[config.mk]
export PLATFORM = sky130hd
export DESIGN_NAME = alu_share_sched
export DESIGN_NICKNAME = d
export VERILOG_FILES = /design/src/rtl/alu_pkg.sv /design/src/rtl/alu_rr_pick2.sv /design/src/rtl/alu_share_sched.sv
export SDC_FILE = /design/constraint.sdc
export NUM_CORES = 1
export LEC_CHECK = 0
export CORE_MARGIN = 2
export CORE_UTILIZATION = 37
export CTS_BUF_LIST = sky130_fd_sc_hd__clkbuf_8 sky130_fd_sc_hd__clkbuf_16
export DETAILED_ROUTE_END_ITERATION = 16
export GPL_TIMING_DRIVEN = 0
export PLACE_DENSITY = 0.9
export SETUP_SLACK_MARGIN = 0.02
export SLEW_MARGIN = 10
export SYNTH_ARGS = -nofsm -noshare
export SYNTH_HDL_FRONTEND = slang
export SYNTH_SLANG_ARGS = --single-unit
[constraint.sdc]
create_clock -name clk -period 2.2 [get_ports clk]
set_input_delay 0.66 -clock clk [delete_from_list [all_inputs] [get_ports clk]]
set_output_delay 0.66 -clock clk [all_outputs]
set_load 0.05 [all_outputs]
[src/rtl/alu_pkg.sv]
// Shared definitions for the ALU time-share scheduler.
// Holds default operand/opcode widths, the opcode encoding passed through to
// the external ALU, and the scheduler FSM state encoding.
package alu_pkg;

    localparam int unsigned WIDTH_DEF = 32;
    localparam int unsigned OPW_DEF   = 4;

    // Opcodes are forwarded unchecked; listed for reference by requesters.
    localparam logic [3:0] ALU_ADD = 4'd0;
    localparam logic [3:0] ALU_AND = 4'd1;
    localparam logic [3:0] ALU_OR  = 4'd2;
    localparam logic [3:0] ALU_EQ  = 4'd3;

    typedef enum logic [1:0] {
        ST_IDLE = 2'd0,
        ST_EXEC = 2'd1,
        ST_RESP = 2'd2
    } state_e;

endpackage

[src/rtl/alu_rr_pick2.sv]
// Two-way round-robin picker, purely combinational.
// Ports:
//   req        in  2  request bits
//   last       in  1  id granted most recently
//   gnt_id     out 1  chosen requester (0 when nothing requests)
//   gnt_valid  out 1  some requester is being granted
module alu_rr_pick2 (
    input  logic [1:0] req,
    input  logic       last,
    output logic       gnt_id,
    output logic       gnt_valid
);

    always_comb begin
        gnt_valid = |req;
        // Alternate only under contention; a lone requester always wins.
        if (&req) begin
            gnt_id = ~last;
        end else begin
            gnt_id = req[1];
        end
    end

endmodule

[src/rtl/alu_share_sched.sv]
// Time-shares one external combinational ALU between two requesters
// (0: main datapath, 1: branch/compare unit).
// Ports:
//   clk, rst_n               clock, asynchronous active-low reset
//   req_valid/req_ready[1:0] per-requester request handshake
//   reqN_op/_a/_b            requester N opcode and operands
//   rsp_valid/rsp_ready[1:0] per-requester response handshake
//   rsp_result, rsp_zero     shared response payload, valid with rsp_valid
//   alu_r1/_r2/_op           registered operands/opcode to the ALU
//   alu_result, alu_zero     ALU outputs, captured in EXEC
//   busy                     high whenever not idle
// One op takes IDLE (accept) -> EXEC (ALU evaluates) -> RESP (hold until consumed).
module alu_share_sched
    import alu_pkg::*;
#(
    parameter int unsigned WIDTH = WIDTH_DEF,
    parameter int unsigned OPW   = OPW_DEF
) (
    input  logic             clk,
    input  logic             rst_n,
    input  logic [1:0]       req_valid,
    output logic [1:0]       req_ready,
    input  logic [OPW-1:0]   req0_op,
    input  logic [WIDTH-1:0] req0_a,
    input  logic [WIDTH-1:0] req0_b,
    input  logic [OPW-1:0]   req1_op,
    input  logic [WIDTH-1:0] req1_a,
    input  logic [WIDTH-1:0] req1_b,
    output logic [1:0]       rsp_valid,
    input  logic [1:0]       rsp_ready,
    output logic [WIDTH-1:0] rsp_result,
    output logic             rsp_zero,
    output logic [WIDTH-1:0] alu_r1,
    output logic [WIDTH-1:0] alu_r2,
    output logic [OPW-1:0]   alu_op,
    input  logic [WIDTH-1:0] alu_result,
    input  logic             alu_zero,
    output logic             busy
);

    state_e           state_q, state_d;
    logic             gid_q, gid_d;
    logic             last_q, last_d;
    logic [WIDTH-1:0] r1_q, r1_d;
    logic [WIDTH-1:0] r2_q, r2_d;
    logic [OPW-1:0]   op_q, op_d;
    logic [1:0]       rsp_valid_q, rsp_valid_d;
    logic [WIDTH-1:0] result_q, result_d;
    logic             zero_q, zero_d;

    logic gnt_id;
    logic gnt_valid;

    alu_rr_pick2 u_pick (
        .req       (req_valid),
        .last      (last_q),
        .gnt_id    (gnt_id),
        .gnt_valid (gnt_valid)
    );

    always_comb begin
        state_d     = state_q;
        gid_d       = gid_q;
        last_d      = last_q;
        r1_d        = r1_q;
        r2_d        = r2_q;
        op_d        = op_q;
        rsp_valid_d = rsp_valid_q;
        result_d    = result_q;
        zero_d      = zero_q;
        req_ready   = 2'b00;

        unique case (state_q)
            ST_IDLE: begin
                if (gnt_valid) begin
                    req_ready[gnt_id] = 1'b1;
                    gid_d             = gnt_id;
                    last_d            = gnt_id;
                    op_d              = gnt_id ? req1_op : req0_op;
                    r1_d              = gnt_id ? req1_a  : req0_a;
                    r2_d              = gnt_id ? req1_b  : req0_b;
                    state_d           = ST_EXEC;
                end
            end
            ST_EXEC: begin
                result_d           = alu_result;
                zero_d             = alu_zero;
                rsp_valid_d        = 2'b00;
                rsp_valid_d[gid_q] = 1'b1;
                state_d            = ST_RESP;
            end
            ST_RESP: begin
                // Only the owning requester can release the response.
                if (rsp_ready[gid_q]) begin
                    rsp_valid_d = 2'b00;
                    state_d     = ST_IDLE;
                end
            end
            default: begin
                state_d = ST_IDLE;
            end
        endcase
    end

    always_ff @(posedge clk or negedge rst_n) begin
        if (!rst_n) begin
            state_q     <= ST_IDLE;
            gid_q       <= 1'b0;
            last_q      <= 1'b1;
            r1_q        <= '0;
            r2_q        <= '0;
            op_q        <= '0;
            rsp_valid_q <= 2'b00;
            result_q    <= '0;
            zero_q      <= 1'b0;
        end else begin
            state_q     <= state_d;
            gid_q       <= gid_d;
            last_q      <= last_d;
            r1_q        <= r1_d;
            r2_q        <= r2_d;
            op_q        <= op_d;
            rsp_valid_q <= rsp_valid_d;
            result_q    <= result_d;
            zero_q      <= zero_d;
        end
    end

    assign alu_r1     = r1_q;
    assign alu_r2     = r2_q;
    assign alu_op     = op_q;
    assign rsp_valid  = rsp_valid_q;
    assign rsp_result = result_q;
    assign rsp_zero   = zero_q;
    assign busy       = (state_q != ST_IDLE);

endmodule
=== Word-level counts from Yosys, hierarchy flattened ===
Index checks and enable logic that the tools add are counted.

* Order comparisons: 4
* Eq/ne operators: 4
* Multiplexer cells: 16
* Bitwise logic cells: 1
* Reduce and logical (&&, ||, !) cells: 10

{| class="wikitable"
|+ Operators by type and width
! kind !! number
|-
| two-way mux 32 bit || 2
|-
| two-way mux 2 bit || 4
|-
| AND reduction 2 bit || 4
|-
| case mux 2 bit (3 select lines) || 1
|-
| two-way mux 1 bit || 5
|-
| less-than comparator 1 x 2 -> 1 bit (second input constant) || 2
|-
| two-way mux 4 bit || 1
|-
| inequality test 2 bit (second input constant) || 2
|-
| case mux 2 bit (2 select lines) || 1
|-
| nonzero test 2 bit || 2
|-
| demux 1 bit (select 1 bit) || 2
|-
| == test 2 x 1 -> 1 bit (second input constant) || 1
|-
| == test 2 bit (second input constant) || 1
|-
| greater-or-equal comparator 1 bit (second input constant) || 2
|-
| logical AND 1 bit || 2
|-
| logical NOT 2 bit || 1
|-
| OR reduction 2 bit || 1
|-
| inverter 1 bit || 1
|}

* Register bits: 107
* Logic and storage cells: 44

=== Logic depth before layout (Yosys ltp) ===
* Depth after elaboration: 8
* Depth in mapped cells: 7
* Gate-level depth less buffers: 4

=== Hierarchy ===
A second synthesis with hierarchy kept.

* Cell total of the unflattened synthesis: 394
* Area total of the unflattened synthesis: 5267.6 sq um

{| class="wikitable"
|+ Modules (own cells, without submodules)
! module !! instances !! cells each !! area an instance (sq um)
|-
| alu_share_sched || 1 || 392 || 5253.8
|-
| alu_rr_pick2 || 1 || 2 || 13.8
|}

=== Least setup slack after synthesis ===
Ideal clock, no wire load.

* Path kind: register to output
* Start point: reg state_q[0]
* End point: out req_ready[1]
* Arrival time: 1.800 ns
* Data required time: 1.540 ns
* Setup slack: -0.260 ns
* Cell stages (with the launch flop): 5
* Cells stage by stage: dfrtp_1 nor2_4 buf_2 inv_1 nor2_1

* Longest elaborated chain between the ends: 2

{| class="wikitable"
|+ RTL lines
! element !! RTL line !! text
|-
| from (decl) || alu_share_sched.sv:41 || <nowiki>state_e state_q, state_d;</nowiki>
|-
| from (signal assigned) || alu_share_sched.sv:117 || <nowiki>state_q <= state_d;</nowiki>
|-
| logical NOT 2 bit || alu_share_sched.sv:73 || <nowiki>unique case (state_q)</nowiki>
|-
| two-way mux 2 bit || alu_share_sched.sv:73 ||
|-
| to (decl) || alu_share_sched.sv:22 || <nowiki>output logic [1:0] req_ready,</nowiki>
|}

No other way between the ends.

=== Final worst setup path ===
* Start point: reg r2_q[18], in the netlist alu_r2[18]
* End point: out alu_r2[18]

{| class="wikitable"
|+ RTL lines
! element !! RTL line !! text
|-
| from (decl) || alu_share_sched.sv:45 || <nowiki>logic [WIDTH-1:0] r2_q, r2_d;</nowiki>
|-
| from (signal assigned) || alu_share_sched.sv:121 || <nowiki>r2_q <= r2_d;</nowiki>
|-
| to (decl) || alu_share_sched.sv:34 || <nowiki>output logic [WIDTH-1:0] alu_r2,</nowiki>
|}

No word-level cell between the ends.

==> metrics.cfg <==
[run_status]
status=completed

[synthesis]
synth_fa_ha_area_share_pct=0
syn_area_sq_mm=0.00457
synth-simple-area-share_pct=19.7
ys_warn_count=0
seq_area_frac_synth_pct=58.6
muxShareOfSynthArea_pct=0
syn_nets=626
synth_enable_flop_cells=0
synthXorXnorAreaFrac_pct=0
ys_types=25
synth_ff_type=dfrtp_1
syn_inst=451
synth-seq-cells=107
async_flop_share_pct=100
syn_area_per_cell_sq_um=10.1
synth_compound_area_share_pct=17.2
synth_top_family_by_area=simple AND/OR/NAND/NOR gates

[global_route]
grt_max_degree=64
grtUsageTotal_pct=24.7
antenna_found_initial=1
grt_pass1_vias=4974
grt_overflow=0
grt_pass1_wl_um=25400

[floorplan]
die_x_um=115
dieArea_sq_mm=0.0133
initial_core_util_pct=37.9
coreArea_sq_mm=0.0121
rows=40
fp.dieH_um=115
io_pins=281

[power]
p_leak_nw=4.22
p_switching_mw=6.86
switching_share_pct=51.0
p_per_area_mw_per_mm2=1670
ir_drop_uv=922
combPwrFrac_pct=61.1
internal_power_mw=6.58
clkPwrFrac_pct=12.4
seqPwrFrac_pct=26.5

[clock_tree]
clk_pin_slew_worst_paths_ns=0.07
cts-buffers-inserted=9
clock_tree.root_cell=clkbuf_16
cts.sinks=107
hold_buffers=0
clk_latency_ns=0.33
cts_tree=done
htree_levels=3
clock_path_buffers=2

[layout]
drive_gt1_share_pct=6.77
insertedDiodeCount=0
num-nets-final=923
final_util_pct=66.8
final_cell_area_sq_mm=0.00806
syn_to_final_growth_pct=76.2

[timing]
rsz0062_at_grt=no
fin_ws_ns=0.0559
finalMaxSlewViolations=0
finalCriticalPeriod_ns=2.14
fin_crit_sh_pct=97.5
finalSetupTns_ns=0
worstMarginPinSlew_ns=0.674
skew_ns=0.00587
fin_hold_ws_ns=0.237
fmax_mhz=466
setup_viol=0
max_slew_margin_pct=54.7
hold_viol=0

[routing]
drtIter0Drc=361
avgViaCountPerCell=5.26
vias=4848
drt_wl_total_um=16700
drc=0
drtAntennaViolNets=0
first_pass_iters=7
routedWlPerCell_um=18.1

[place]
dp_hpwl_um=12800
portBuffers=280
gp_congestion=0.857
placed_cell_area_sq_mm=0.00762
post-place-ws_ns=-1.24

[critical_path]
start_kind=flop
arrival_ns=1.48
crit_path_end_kind=output pin
critical_path_class=reg -> out
slowest_delay_ns=0.80
critPathMaxFanout=2
path_cells=clkdlybuf4s50_1
cp.required_ns=1.54
worst-path-buf-inv=1
cpMaxStageDelayCell=clkdlybuf4s50_1
cp_top_family=buffers and inverters

[run]
cap_viol_max_count=0

[hold_path]
hp-class=in -> async

sequential cells by signal (all words and copies together), names as in the netlist:
register    flops
state_q         2
alu_op          4
gid_q           1
alu_r2         32
rsp_result     32
alu_r1         32
rsp_zero        1
rsp_valid       2
last_q          1
logic make-up (layout without fill, tap and decap cells):
| group | count (synthesis) | after routing |
|---|---|---|
| flip-flops | 107 | 107 |
| AO/OA/AOI/OAI | 101 | 101 |
| buffers and inverters | 42 | 344 |
| AND/OR/NAND/NOR | 201 | 201 |
cells in the final DEF, fill, tap and decap left out, types with 6 or more instances in the layout:
cell type / n
a21oi_1: 25
a221o_1: 46
a31oi_1: 22
and3_1: 46
buf_2: 7
buf_4: 9
buf_6: 6
clkbuf_1: 25
clkbuf_16: 9
clkdlybuf4s50_1: 173
dfrtp_1: 104
dlygate4sd2_1: 54
dlymetal6s2s_1: 47
nand2_1: 146
final cells by class:
type / count / area [sq um]
clock inverter: 5 / 60.1
sequential: 107 / 2680
fill: 927 / 4000
buffer: 38 / 213
timing repair buffer: 287 / 2930
clock buffer: 11 / 253
tap: 168 / 210
multi-input combinational: 302 / 1700
inverter: 3 / 11.3
per-stage QoR:
stage / power [mW] / cells
CTS: 13.6 / 921
global route: 14.1 / 921
floorplan: 8.96 / 451
finish: 13.4 / 921
global placement: 11.9 / 899
detailed placement: 12.1 / 900
per-layer routing:
metal | vias up | global-route usage (%) | wire (um)
met5 | - | 0 | 13
met4 | 2 | 12.3 | 675
met3 | 56 | 5.54 | 1250
met2 | 255 | 44.0 | 8600
met1 | 2339 | 27.7 | 6170
li1 | 2196 | - | -
power by group through the flow:
stage          clock [mW]  sequential, mW  combinational [mW]
2_1_floorplan           0            6.80                2.15
3_3_place_gp            0            3.55                8.32
3_5_place_dp            0            3.61                8.49
4_1_cts              1.70            3.57                8.28
5_1_grt              1.77            3.67                8.68
6_report             1.67            3.56                8.22
cells in the mapped netlist (all sizes together), types with 2 or more instances:
library cell / number / area (sq um)
inv: 3 / 11.3
dfrtp: 106 / 2650
nand2: 146 / 548
a31oi: 22 / 138
nor2: 2 / 15.0
nor2b: 3 / 18.8
a21o: 3 / 22.5
buf: 14 / 103
a221o: 46 / 460
clkbuf: 25 / 93.8
a21oi: 25 / 125
and3: 47 / 299
timing repair:
item                       in CTS  in global routing
buffers inserted                6                  0
gates resized for setup        94                 48
pin swaps                       4                  1
setup endpoints to repair      87                 48
final timing paths:
kind	start	to	slack [ns]	cells past startpoint
max reg2reg	state_q[1]$_DFFE_PN0P_	alu_r2[24]$_DFFE_PN0P_	0.32	7
max in group asynchronous	rst_n	state_q[0]$_DFFE_PN0P_	1.28	2
min reg2reg	rsp_result[24]$_DFFE_PN0P_	rsp_result[24]$_DFFE_PN0P_	0.47	2
min	rst_n	alu_r2[11]$_DFFE_PN0P_	0.24	1
min in group clk	rsp_result[24]$_DFFE_PN0P_	rsp_result[24]$_DFFE_PN0P_	0.47	2
max	alu_r2[18]$_DFFE_PN0P_	alu_r2[18]	0.06	1
worst reg2reg max path, cell delays in order (launching register included):
cell and delay, ns:
dfrtp_2 0.45, nor2_4 0.14, buf_4 0.12, buf_4 0.13
nand2_1 0.12, buf_4 0.20, buf_2 0.22, a221o_1 0.38
Note: power is estimated with default switching activity, not from simulation.
